File: src/rtl/dmem_master_if.sv
// dmem_master_if: core request/response and synchronous-RAM signals of dmem_master.
// master = the dmem_master side; slave = the core plus RAM side.
interface dmem_master_if #(
    parameter int ADDR_W = 10,
    parameter int DATA_W = 32
);
    logic              req_valid;
    logic              req_ready;
    logic              req_we;
    logic [31:0]       req_addr;
    logic [1:0]        req_size;
    logic              req_unsigned;
    logic [DATA_W-1:0] req_wdata;
    logic              rsp_valid;
    logic              rsp_ready;
    logic [DATA_W-1:0] rsp_rdata;
    logic              rsp_err;
    logic              ram_we;
    logic [ADDR_W-1:0] ram_addr;
    logic [DATA_W-1:0] ram_wdata;
    logic [DATA_W-1:0] ram_rdata;

    modport master (
        input  req_valid, req_we, req_addr, req_size, req_unsigned, req_wdata, rsp_ready, ram_rdata,
        output req_ready, rsp_valid, rsp_rdata, rsp_err, ram_we, ram_addr, ram_wdata
    );
    modport slave (
        output req_valid, req_we, req_addr, req_size, req_unsigned, req_wdata, rsp_ready, ram_rdata,
        input  req_ready, rsp_valid, rsp_rdata, rsp_err, ram_we, ram_addr, ram_wdata
    );
endinterface

File: src/rtl/dmem_master.sv
// dmem_master: byte/half/word loads and read-modify-write sub-word stores on a sync-read RAM.
// Define MISALIGN_TRAP_EN to answer misaligned requests with rsp_err instead of force-aligning them.
module dmem_master #(
    parameter int ADDR_W = 10,
    parameter int DATA_W = 32
) (
    input logic           clk,
    input logic           rstn,
    dmem_master_if.master bus
);
`ifdef MISALIGN_TRAP_EN
    localparam bit TRAP = 1'b1;
`else
    localparam bit TRAP = 1'b0;
`endif
    typedef enum logic [2:0] {IDLE, RD, CAP, WR, RESP} state_t;
    state_t            state_q, state_d;
    logic              init_q;
    logic              we_q, we_d, uns_q, uns_d;
    logic [1:0]        size_q, size_d, lane_q, lane_d;
    logic [15:0]       wdata_q, wdata_d;
    logic              ram_we_q, ram_we_d;
    logic [ADDR_W-1:0] ram_addr_q, ram_addr_d;
    logic [DATA_W-1:0] ram_wdata_q, ram_wdata_d, rsp_rdata_q, rsp_rdata_d;
    logic              rsp_valid_q, rsp_valid_d, rsp_err_q, rsp_err_d;
    logic              accept, mis;
    logic [4:0]        sh;
    logic [7:0]        byte_v;
    logic [15:0]       half_v;
    logic [31:0]       load_v, merge_v, bmask;
    logic              unused_addr;

    assign unused_addr    = ^bus.req_addr;
    assign bus.req_ready  = init_q && state_q == IDLE;
    assign accept         = bus.req_valid && bus.req_ready;
    assign mis            = bus.req_size[1] ? |bus.req_addr[1:0] : bus.req_size[0] & bus.req_addr[0];
    assign sh             = {lane_q, 3'b000};
    assign byte_v         = 8'(bus.ram_rdata >> sh);
    assign half_v         = lane_q[1] ? bus.ram_rdata[31:16] : bus.ram_rdata[15:0];
    assign load_v         = size_q[1] ? bus.ram_rdata :
                            size_q[0] ? {{16{~uns_q & half_v[15]}}, half_v} :
                                        {{24{~uns_q & byte_v[7]}}, byte_v};
    assign bmask          = 32'hFF << sh;
    // Lane bits below the access size are never consulted, which force-aligns misaligned accesses.
    assign merge_v        = size_q[0] ? (lane_q[1] ? {wdata_q, bus.ram_rdata[15:0]} : {bus.ram_rdata[31:16], wdata_q}) :
                                        (bus.ram_rdata & ~bmask) | ({24'd0, wdata_q[7:0]} << sh);
    assign bus.ram_we     = ram_we_q;
    assign bus.ram_addr   = ram_addr_q;
    assign bus.ram_wdata  = ram_wdata_q;
    assign bus.rsp_valid  = rsp_valid_q;
    assign bus.rsp_rdata  = rsp_rdata_q;
    assign bus.rsp_err    = rsp_err_q;

    always_comb begin
        state_d     = state_q;
        we_d        = we_q;
        uns_d       = uns_q;
        size_d      = size_q;
        lane_d      = lane_q;
        wdata_d     = wdata_q;
        ram_we_d    = ram_we_q;
        ram_addr_d  = ram_addr_q;
        ram_wdata_d = ram_wdata_q;
        rsp_valid_d = rsp_valid_q;
        rsp_rdata_d = rsp_rdata_q;
        rsp_err_d   = rsp_err_q;
        case (state_q)
            IDLE: if (accept) begin
                we_d        = bus.req_we;
                uns_d       = bus.req_unsigned;
                size_d      = bus.req_size;
                lane_d      = bus.req_addr[1:0];
                wdata_d     = bus.req_wdata[15:0];
                rsp_rdata_d = '0;
                rsp_err_d   = 1'b0;
                if (TRAP && mis) begin
                    state_d     = RESP;
                    rsp_valid_d = 1'b1;
                    rsp_err_d   = 1'b1;
                end else begin
                    ram_addr_d = bus.req_addr[ADDR_W+1:2];
                    state_d    = (bus.req_we && bus.req_size[1]) ? WR : RD;
                    ram_we_d   = bus.req_we && bus.req_size[1];
                    ram_wdata_d = (bus.req_we && bus.req_size[1]) ? bus.req_wdata : ram_wdata_q;
                end
            end
            RD: state_d = CAP;
            CAP: begin
                state_d     = we_q ? WR : RESP;
                ram_we_d    = we_q;
                ram_wdata_d = we_q ? merge_v : ram_wdata_q;
                rsp_valid_d = !we_q;
                rsp_rdata_d = we_q ? '0 : load_v;
            end
            WR: begin
                state_d     = RESP;
                ram_we_d    = 1'b0;
                rsp_valid_d = 1'b1;
            end
            RESP: if (bus.rsp_ready) begin
                state_d     = IDLE;
                rsp_valid_d = 1'b0;
            end
            default: state_d = IDLE;
        endcase
    end

    always_ff @(posedge clk or negedge rstn) begin
        if (!rstn) begin
            state_q     <= IDLE;
            init_q      <= 1'b0;
            we_q        <= 1'b0;
            uns_q       <= 1'b0;
            size_q      <= '0;
            lane_q      <= '0;
            wdata_q     <= '0;
            ram_we_q    <= 1'b0;
            ram_addr_q  <= '0;
            ram_wdata_q <= '0;
            rsp_valid_q <= 1'b0;
            rsp_rdata_q <= '0;
            rsp_err_q   <= 1'b0;
        end else begin
            state_q     <= state_d;
            init_q      <= 1'b1;
            we_q        <= we_d;
            uns_q       <= uns_d;
            size_q      <= size_d;
            lane_q      <= lane_d;
            wdata_q     <= wdata_d;
            ram_we_q    <= ram_we_d;
            ram_addr_q  <= ram_addr_d;
            ram_wdata_q <= ram_wdata_d;
            rsp_valid_q <= rsp_valid_d;
            rsp_rdata_q <= rsp_rdata_d;
            rsp_err_q   <= rsp_err_d;
        end
    end
endmodule

File: src/flat_wrapper.sv
// flat-port wrapper written by rule: the top's interface ports become plain ports
module dmem_master_flat 
#(
    parameter int ADDR_W = 10,
    parameter int DATA_W = 32
)
  (clk, rstn, bus_req_valid, bus_req_we, bus_req_addr, bus_req_size, bus_req_unsigned, bus_req_wdata, bus_rsp_ready, bus_ram_rdata, bus_req_ready, bus_rsp_valid, bus_rsp_rdata, bus_rsp_err, bus_ram_we, bus_ram_addr, bus_ram_wdata);
  dmem_master_if #(.ADDR_W(ADDR_W), .DATA_W(DATA_W)) bus_i ();
  input logic clk;
  input logic rstn;
  input wire logic [$bits(bus_i.req_valid)-1:0] bus_req_valid;
  input wire logic [$bits(bus_i.req_we)-1:0] bus_req_we;
  input wire logic [$bits(bus_i.req_addr)-1:0] bus_req_addr;
  input wire logic [$bits(bus_i.req_size)-1:0] bus_req_size;
  input wire logic [$bits(bus_i.req_unsigned)-1:0] bus_req_unsigned;
  input wire logic [$bits(bus_i.req_wdata)-1:0] bus_req_wdata;
  input wire logic [$bits(bus_i.rsp_ready)-1:0] bus_rsp_ready;
  input wire logic [$bits(bus_i.ram_rdata)-1:0] bus_ram_rdata;
  output wire logic [$bits(bus_i.req_ready)-1:0] bus_req_ready;
  output wire logic [$bits(bus_i.rsp_valid)-1:0] bus_rsp_valid;
  output wire logic [$bits(bus_i.rsp_rdata)-1:0] bus_rsp_rdata;
  output wire logic [$bits(bus_i.rsp_err)-1:0] bus_rsp_err;
  output wire logic [$bits(bus_i.ram_we)-1:0] bus_ram_we;
  output wire logic [$bits(bus_i.ram_addr)-1:0] bus_ram_addr;
  output wire logic [$bits(bus_i.ram_wdata)-1:0] bus_ram_wdata;
  assign bus_i.req_valid = bus_req_valid;
  assign bus_i.req_we = bus_req_we;
  assign bus_i.req_addr = bus_req_addr;
  assign bus_i.req_size = bus_req_size;
  assign bus_i.req_unsigned = bus_req_unsigned;
  assign bus_i.req_wdata = bus_req_wdata;
  assign bus_i.rsp_ready = bus_rsp_ready;
  assign bus_i.ram_rdata = bus_ram_rdata;
  assign bus_req_ready = bus_i.req_ready;
  assign bus_rsp_valid = bus_i.rsp_valid;
  assign bus_rsp_rdata = bus_i.rsp_rdata;
  assign bus_rsp_err = bus_i.rsp_err;
  assign bus_ram_we = bus_i.ram_we;
  assign bus_ram_addr = bus_i.ram_addr;
  assign bus_ram_wdata = bus_i.ram_wdata;
  dmem_master #(.ADDR_W(ADDR_W), .DATA_W(DATA_W)) u_core (.clk(clk), .rstn(rstn), .bus(bus_i));
endmodule
File: config.mk
export PLATFORM = sky130hd
export DESIGN_NAME = dmem_master_flat
export DESIGN_NICKNAME = d
export VERILOG_FILES = /design/src/rtl/dmem_master_if.sv /design/src/rtl/dmem_master.sv /design/src/flat_wrapper.sv
export SDC_FILE = /design/constraint.sdc
export NUM_CORES = 1
export LEC_CHECK = 0
export ABC_AREA = 1
export BUFFER_PORTS_ARGS = -buffer_cell sky130_fd_sc_hd__buf_2
export CAP_MARGIN = 5
export CORE_MARGIN = 4
export CORE_UTILIZATION = 45
export DETAILED_ROUTE_END_ITERATION = 10
export PLACE_DENSITY = 0.79
export RECOVER_POWER = 50
export SYNTH_ARGS = -nofsm -noshare
export SYNTH_HDL_FRONTEND = slang
export SYNTH_SLANG_ARGS = --single-unit
File: constraint.sdc
create_clock -name clk -period 1.7 [get_ports clk]
set_input_delay 0.34 -clock clk [delete_from_list [all_inputs] [get_ports clk]]
set_output_delay 0.34 -clock clk [all_outputs]
set_load 0.01 [all_outputs]
==> impl_results.md, run 1 <==
- Maximum Capacitance Violations: 0
- Biggest area contributors in the synthesized netlist: sky130_fd_sc_hd__dfrtp_1 (43%), sky130_fd_sc_hd__nand2_1 (21%), sky130_fd_sc_hd__nand3_1 (6.2%)
- Average via count per standard cell: 5.22
- Run status: finished, final reports clean
- Part of the cycle the worst path needs: 0.970
- Post-Synthesis Mean Instance Area: 6.87 um2
- Power density relative to cell area: 1810 mW/mm2
- Initial drt markers: 774
- Stage delay of the slowest cell on the critical path: 0.41 ns
- Synth-to-Final Area Change: 22.3%
- Fraction of synthesized cell area in xor and xnor cells: 0
- Global routing's busiest layer: met2
- Final max-slew violation count: 0
- Cell type with the highest aggregate area in the netlist: sky130_fd_sc_hd__dfrtp_1
- Number of buffers created by CTS: 9
- Warnings, synthesis: 0
- Count of antenna-violating nets left after detailed routing: 0
- Number of I/O pins: 182
- Nets in the synthesized netlist: 969
- Sum of overflow across all layers after global routing: 0
- Final GP Congestion: 0.957
- Buffers added on ports: 160
- Worst hold path type: input port to flip-flop
- Starting utilization of the core area: 0.465
- Final-report setup violation count: 0
- Arrival time reported for the critical path endpoint: 1.31 ns
- Horizontal die dimension: 123 um
- Global-route usage over all layers: 0.248
- Number of standard-cell rows in the floorplan: 41
- Number of synthesized register bits: 102
- Detailed-route via count: 6213
- CP required: 1.36 ns
- Core Region: 0.0128 mm2
- Full die area: 0.0151 mm2
- Startpoint class of the critical path: flip-flop
- Multiplexer area fraction after synthesis: 0
- CTS tree: built
- Area fraction in compound gates after synthesis: 0.165
- Synthesized netlist cell count: 865
- Total length of routed wires: 18500 um
- Sequential share of the synthesized area: 0.429
- Synthesized area: 0.00595 mm2
- First-pass GRT wire length: 29200 um
- Unrepaired setup endpoints after global routing: true
- Vias in the first global route: 5787
- Flip-flop and latch area: 0.00255 mm2
- Library cell used as clock root buffer: sky130_fd_sc_hd__clkbuf_16
- VDD IR-drop max: 898 uV
- Largest family of logic cells by synthesized area: simple AND/OR/NAND/NOR gates
- Wire length per cell: 15.5 um
- Final total negative setup slack: 0 ns
- Fraction of met3 tracks used by global routing: 0.0503
- Time the worst path needs with I/O delays and setup: 1.65 ns
- Yosys top cell area share: 0.429
- Chip height: 123 um
- F_max: 0.607 GHz
- Insertion delay to the later sink of the worst-skew pair: 0.36 ns
- Pre-Repair DR Iteration Count: 5
- Final-report hold violation count: 0
- Multi-input gate area in the final layout: 0.00283 mm2
- Maximum number of pins on one net before global-route repair: 57
- Worst clock skew on the final layout: 0.00840 ns
- Hold Path Cell Cnt: 3
- DRC: 0
- Fin nets: 1117
- WHS: 0.214 ns
- Fraction of final layout cells sized beyond drive strength 1: 0.195
- Most frequent cell on the critical path: sky130_fd_sc_hd__buf_6
- Static Leakage: 3.96 nW
- Slew margin rel.: 0.634
- # fillers: 1250
- Number of different library cells in the post-synthesis netlist: 26
- Critical Path Fanout Max: 2
- Number of antenna violations at the first check in global routing: 0
- Simple-gate share of the synthesized area: 0.307
- Critical path, cell by cell: nor2_2 -> nand2_2 -> nor2_4 -> buf_6 -> buf_6
- TritonCTS sink count: 102
- CTS clk-pin slew, worst paths: 0.07 ns
- Slowest cell on the critical path: sky130_fd_sc_hd__dfrtp_1
- Clock Tree Buf Depth: 2
- Post-detailed-placement half-perimeter wirelength: 13800 um
- Share of synthesized cell area in full adder, half adder and majority cells: 0
- Register-to-Register Path Depth: 8
- Met2 routing resource usage after global routing: 0.380
- Number of levels in the clock H-tree: 3
- Sort of element at the end of the critical path: primary output
- Actual transition at the worst max-transition pin: 0.550 ns
- Critical Setup Path Class: flip-flop to primary output
- Met1 demand-to-capacity share in global routing: 0.352
-- final timing paths --
| kind | from | endpoint | slack (ns) |
|---|---|---|---|
| worst max register to register | u_core.state_q[1] | u_core.bus.ram_wdata[19] | 0.12 |
| worst min-delay path | bus_req_addr[5] | u_core.bus.ram_addr[3] | 0.21 |
| worst max-delay path | u_core.state_q[1] | bus_req_ready | 0.05 |
| worst min register to register | u_core.bus.ram_addr[2] | u_core.bus.ram_addr[2] | 0.47 |
| min in group asynchronous | rstn | u_core.wdata_q[0] | 0.47 |
| max in group asynchronous | rstn | u_core.bus.rsp_rdata[14] | 0.22 |
-- layer usage --
metal / routed length (um) / vias to the layer above
met4: 473 / 0
li1: - / 3061
met2: 8280 / 270
met5: 0 / -
met3: 1720 / 35
met1: 7990 / 2847
-- registers in the layout, indices dropped and copies added, names as in the netlist --
signal                cells
u_core.bus.ram_wdata     32
u_core.bus.rsp_rdata     32
u_core.wdata_q           16
u_core.bus.ram_addr      10
u_core.state_q            3
u_core.lane_q             2
u_core.size_q             2
u_core.bus.ram_we         1
u_core.bus.rsp_valid      1
u_core.init_q             1
u_core.uns_q              1
u_core.we_q               1
-- report_power, final --
group / total [mW] / switching [mW] / internal (mW)
clock network: 1.95 / 0.952 / 0.995
registers: 4.19 / 0.658 / 3.53
logic: 7.03 / 4.48 / 2.55
-- layout make-up --
class / count / share of cell area
flip-flops and latches: 102 / 0.351
clock inverters: 7 / 0.00688
well taps: 172 / 0.0296
diodes: 1 / 0.000344
multi-input cells: 630 / 0.389
repair buffers: 192 / 0.152
inverters: 78 / 0.0409
clock buffers: 9 / 0.0310
-- critical path, delay by kind of cell, from the launching register on --
| kind | cells | cell delay, ns |
|---|---|---|
| DFF | 1 | 0.41 |
| and+or+nand+nor | 3 | 0.36 |
| buffers and inverters | 2 | 0.20 |
-- kinds of logic after synthesis --
kind of cell           after synthesis
and+or+nand+nor                    442
buffers and inverters              133
DFF                                102
AOI/OAI and AO/OA                  186
other                                2
-- through the flow --
step	std cells	power [mW]	util	setup slack (ns)	area (um2)
final	1191	13.2	0.569	0.0512	7270
after global routing	1190	14.3	0.569	-0.0182	7270
after CTS	1190	13.2	0.572	0.00511	7300
after detailed placement	1169	11.1	0.546	0.0771	6980
after global placement	1169	11.0	0.546	0.132	6980
after floorplan	865	8.76	-	0.328	5950
-- cell usage after synthesis (all sizes together) --
master,n
nor2,22
nand3,75
or2,8
conb,2
a21oi,71
nor4,1
o211ai,16
nand2,336
inv,77
o21ai,94
clkbuf,13
dfrtp,102
buf,42
clkinv,1
o22ai,5
-- cell usage in the layout (no fill, tap or decap), types with 8 or more instances in the layout --
| cell type | netlist | routed |
|---|---|---|
| sky130_fd_sc_hd__a21oi_1 | 71 | 71 |
| sky130_fd_sc_hd__buf_2 | 32 | 123 |
| sky130_fd_sc_hd__buf_4 | 3 | 21 |
| sky130_fd_sc_hd__clkbuf_1 | 12 | 36 |
| sky130_fd_sc_hd__clkbuf_16 | 0 | 9 |
| sky130_fd_sc_hd__dfrtp_1 | 102 | 101 |
| sky130_fd_sc_hd__inv_1 | 72 | 72 |
| sky130_fd_sc_hd__nand2_1 | 330 | 328 |
| sky130_fd_sc_hd__nand3_1 | 74 | 74 |
| sky130_fd_sc_hd__nor2_1 | 18 | 18 |
| sky130_fd_sc_hd__o211ai_1 | 16 | 16 |
| sky130_fd_sc_hd__o21ai_0 | 72 | 68 |
| sky130_fd_sc_hd__o21ai_1 | 21 | 25 |
| sky130_fd_sc_hd__or2_2 | 8 | 8 |
-- what timing repair did --
item,CTS,global route
gates resized for setup,3,13
setup buffers,4,0
pin swaps,2,3
hold buffers,1,0
cloned,0,0
endpoints found under the hold margin,6,0
setup endpoints to repair,1,45
No activity file was read; power rests on OpenSTA's default activity.
==> run 2: changes to the inputs <==
SETUP_SLACK_MARGIN = 0.1   (was default)
==> impl_results.md, run 2 (synthesis results as in run 1) <==
- Run status: finished, final reports clean
- Most frequent cell on the critical path: sky130_fd_sc_hd__buf_6
- Synth-to-Final Area Change: 27.2%
- Starting utilization of the core area: 0.465
- Sum of overflow across all layers after global routing: 0
- Startpoint class of the critical path: flip-flop
- Insertion delay to the later sink of the worst-skew pair: 0.36 ns
- Detailed-route via count: 6351
- Total design power: 13.8 mW
- Power share of the combinational group: 0.553
- Post-route insts no fill: 1201
- Worst setup path startpoint: u_core.state_q[1]
- Critical path, cell by cell: nor2_2 -> nand2_2 -> nor2_4 -> buf_6 -> buf_6
- Commonest non-fill, non-tap cell in the layout: sky130_fd_sc_hd__nand2_1
- Chip height: 123 um
- WHS: 0.209 ns
- Total instance count after detailed placement: 1169
- Worst hold path type: input port to flip-flop
- Pre-Repair DR Iteration Count: 6
- Vias in the first global route: 5826
- Slew margin rel.: 0.637
- Fin nets: 1127
- Stage delay of the slowest cell on the critical path: 0.41 ns
- Unrepaired setup endpoints after global routing: true
- TritonCTS sink count: 102
- Post-detailed-placement half-perimeter wirelength: 13800 um
- Final-report setup violation count: 0
- Final GP Congestion: 0.957
- Number of I/O pins: 182
- CTS clk-pin slew, worst paths: 0.07 ns
- Setup slack after placement: 0.0771 ns
- Worst clock skew on the final layout: 0.00904 ns
- Number of standard-cell rows in the floorplan: 41
- Static Leakage: 4.15 nW
- Final max-slew violation count: 0
- Slowest cell on the critical path: sky130_fd_sc_hd__dfrtp_1
- Sw Share: 0.459
- Sort of element at the end of the critical path: primary output
- End point of the critical path: bus_req_ready
- Count of antenna-violating nets left after detailed routing: 0
- Arrival time reported for the critical path endpoint: 1.32 ns
- First-pass GRT wire length: 29300 um
- Critical Setup Path Class: flip-flop to primary output
- Cell internal pwr: 7.46 mW
- Wire length per cell: 16.2 um
- Number of levels in the clock H-tree: 3
- Total length of routed wires: 19500 um
- Global-route usage over all layers: 0.249
- Actual transition at the worst max-transition pin: 0.545 ns
- Initial drt markers: 775
- Clock Tree Buf Depth: 2
- Slack of the worst reg-to-reg path: 0.06 ns
- Power density relative to cell area: 1820 mW/mm2
- Horizontal die dimension: 123 um
- Maximum Capacitance Violations: 0
- F_max: 0.602 GHz
- Buffers added on ports: 160
- Number of buffers created by CTS: 9
- Register-to-Register Path Depth: 10
- Time the worst path needs with I/O delays and setup: 1.66 ns
- Share of total power in sequential cells: 0.304
- Part of the cycle the worst path needs: 0.977
- CP required: 1.36 ns
- Final-report hold violation count: 0
- Top library cells by usage in the layout, fill and taps aside: sky130_fd_sc_hd__nand2_1 (324), sky130_fd_sc_hd__buf_2 (146), sky130_fd_sc_hd__dfrtp_1 (100), sky130_fd_sc_hd__nand3_1 (73), sky130_fd_sc_hd__inv_1 (71)
- Maximum number of pins on one net before global-route repair: 57
- Critical Path Fanout Max: 2
- CTS tree: built
- DRC: 0
- Reg-to-reg critical path endpoint: u_core.bus.ram_wdata[14]
- Library cell used as clock root buffer: sky130_fd_sc_hd__clkbuf_16
- Fraction of final layout cells sized beyond drive strength 1: 0.237
- Origin of the critical flop-to-flop path: u_core.state_q[1]
- Setup slack after layout: 0.0399 ns
- Full die area: 0.0151 mm2
- Average via count per standard cell: 5.29
- VDD IR-drop max: 1050 uV
- Number of antenna violations at the first check in global routing: 0
- Core Region: 0.0128 mm2
- Net Switching: 6.33 mW
- Relative contribution of the clock network to total power: 0.142
==> run 2: changes by cell type in the layout (fill, tap and decap cells not counted), sizes merged <==
cell    previous run  this run
inv               78        77
clkbuf            46        28
buf              154       182
clkinv             4         5
==> run 2: worst min-delay path by stage <==
stage / startpoint / depth (start not counted) / end / slack [ns]
after floorplan: rstn / 0 / u_core.bus.ram_addr[0] / 0.04
after global placement: rstn / 1 / u_core.bus.ram_wdata[31] / 0.18
after detailed placement: rstn / 1 / u_core.bus.ram_wdata[29] / 0.19
after CTS: bus_req_addr[5] / 3 / u_core.bus.ram_addr[3] / 0.20
after global routing: bus_req_addr[10] / 3 / u_core.bus.ram_addr[8] / 0.21
final: bus_req_addr[10] / 3 / u_core.bus.ram_addr[8] / 0.21
==> run 2: repair_timing <==
item                                    CTS  global route
gates resized for setup                   8            32
hold buffers                              1             0
setup buffers                             4             4
endpoints found under the hold margin     6             0
gates cloned                              0             6
endpoints found under the setup margin   17            49
pin swaps                                 3             6
==> run 2: worst max-delay path, delay by kind of cell (launching register included) <==
kind / cells / cell delay [ns]
flops: 1 / 0.41
buf+inv: 2 / 0.20
simple gates: 3 / 0.35
==> run 2: stage by stage <==
stage	instance area, um2	utilization	setup TNS [ns]
after detailed placement	6980	0.546	0
after global routing	7560	0.592	-0.177
after CTS	7320	0.573	0
after floorplan	5950	-	0
after global placement	6980	0.546	0
final	7560	0.592	0
==> run 2: area by class of cell <==
cell class / count / area, um2
fillers: 1203 / 5210
multi-input cells: 630 / 2890
flip-flops and latches: 102 / 2550
repair buffers: 202 / 1320
inverters: 78 / 305
clock buffers: 9 / 225
well taps: 172 / 215
clock inverters: 7 / 50.0
diodes: 1 / 2.50
==> run 2: power groups by stage <==
stage               sequential [mW]  combinational (mW)  clock [mW]
global placement               4.21                6.79           0
CTS                            4.18                7.07        2.00
global route                   4.33                8.46        2.08
detailed placement             4.20                6.93           0
finish                         4.20                7.63        1.96
floorplan                      4.51                4.25           0
==> run 2: per-layer routing <==
| metal | vias to the layer above | part of all wire | track usage |
|---|---|---|---|
| li1 | 3094 | - | - |
| met1 | 2891 | 0.41 | 0.350 |
| met2 | 333 | 0.47 | 0.383 |
| met3 | 33 | 0.099 | 0.0535 |
| met4 | 0 | 0.024 | 0.0812 |
| met5 | - | 0 | 0 |
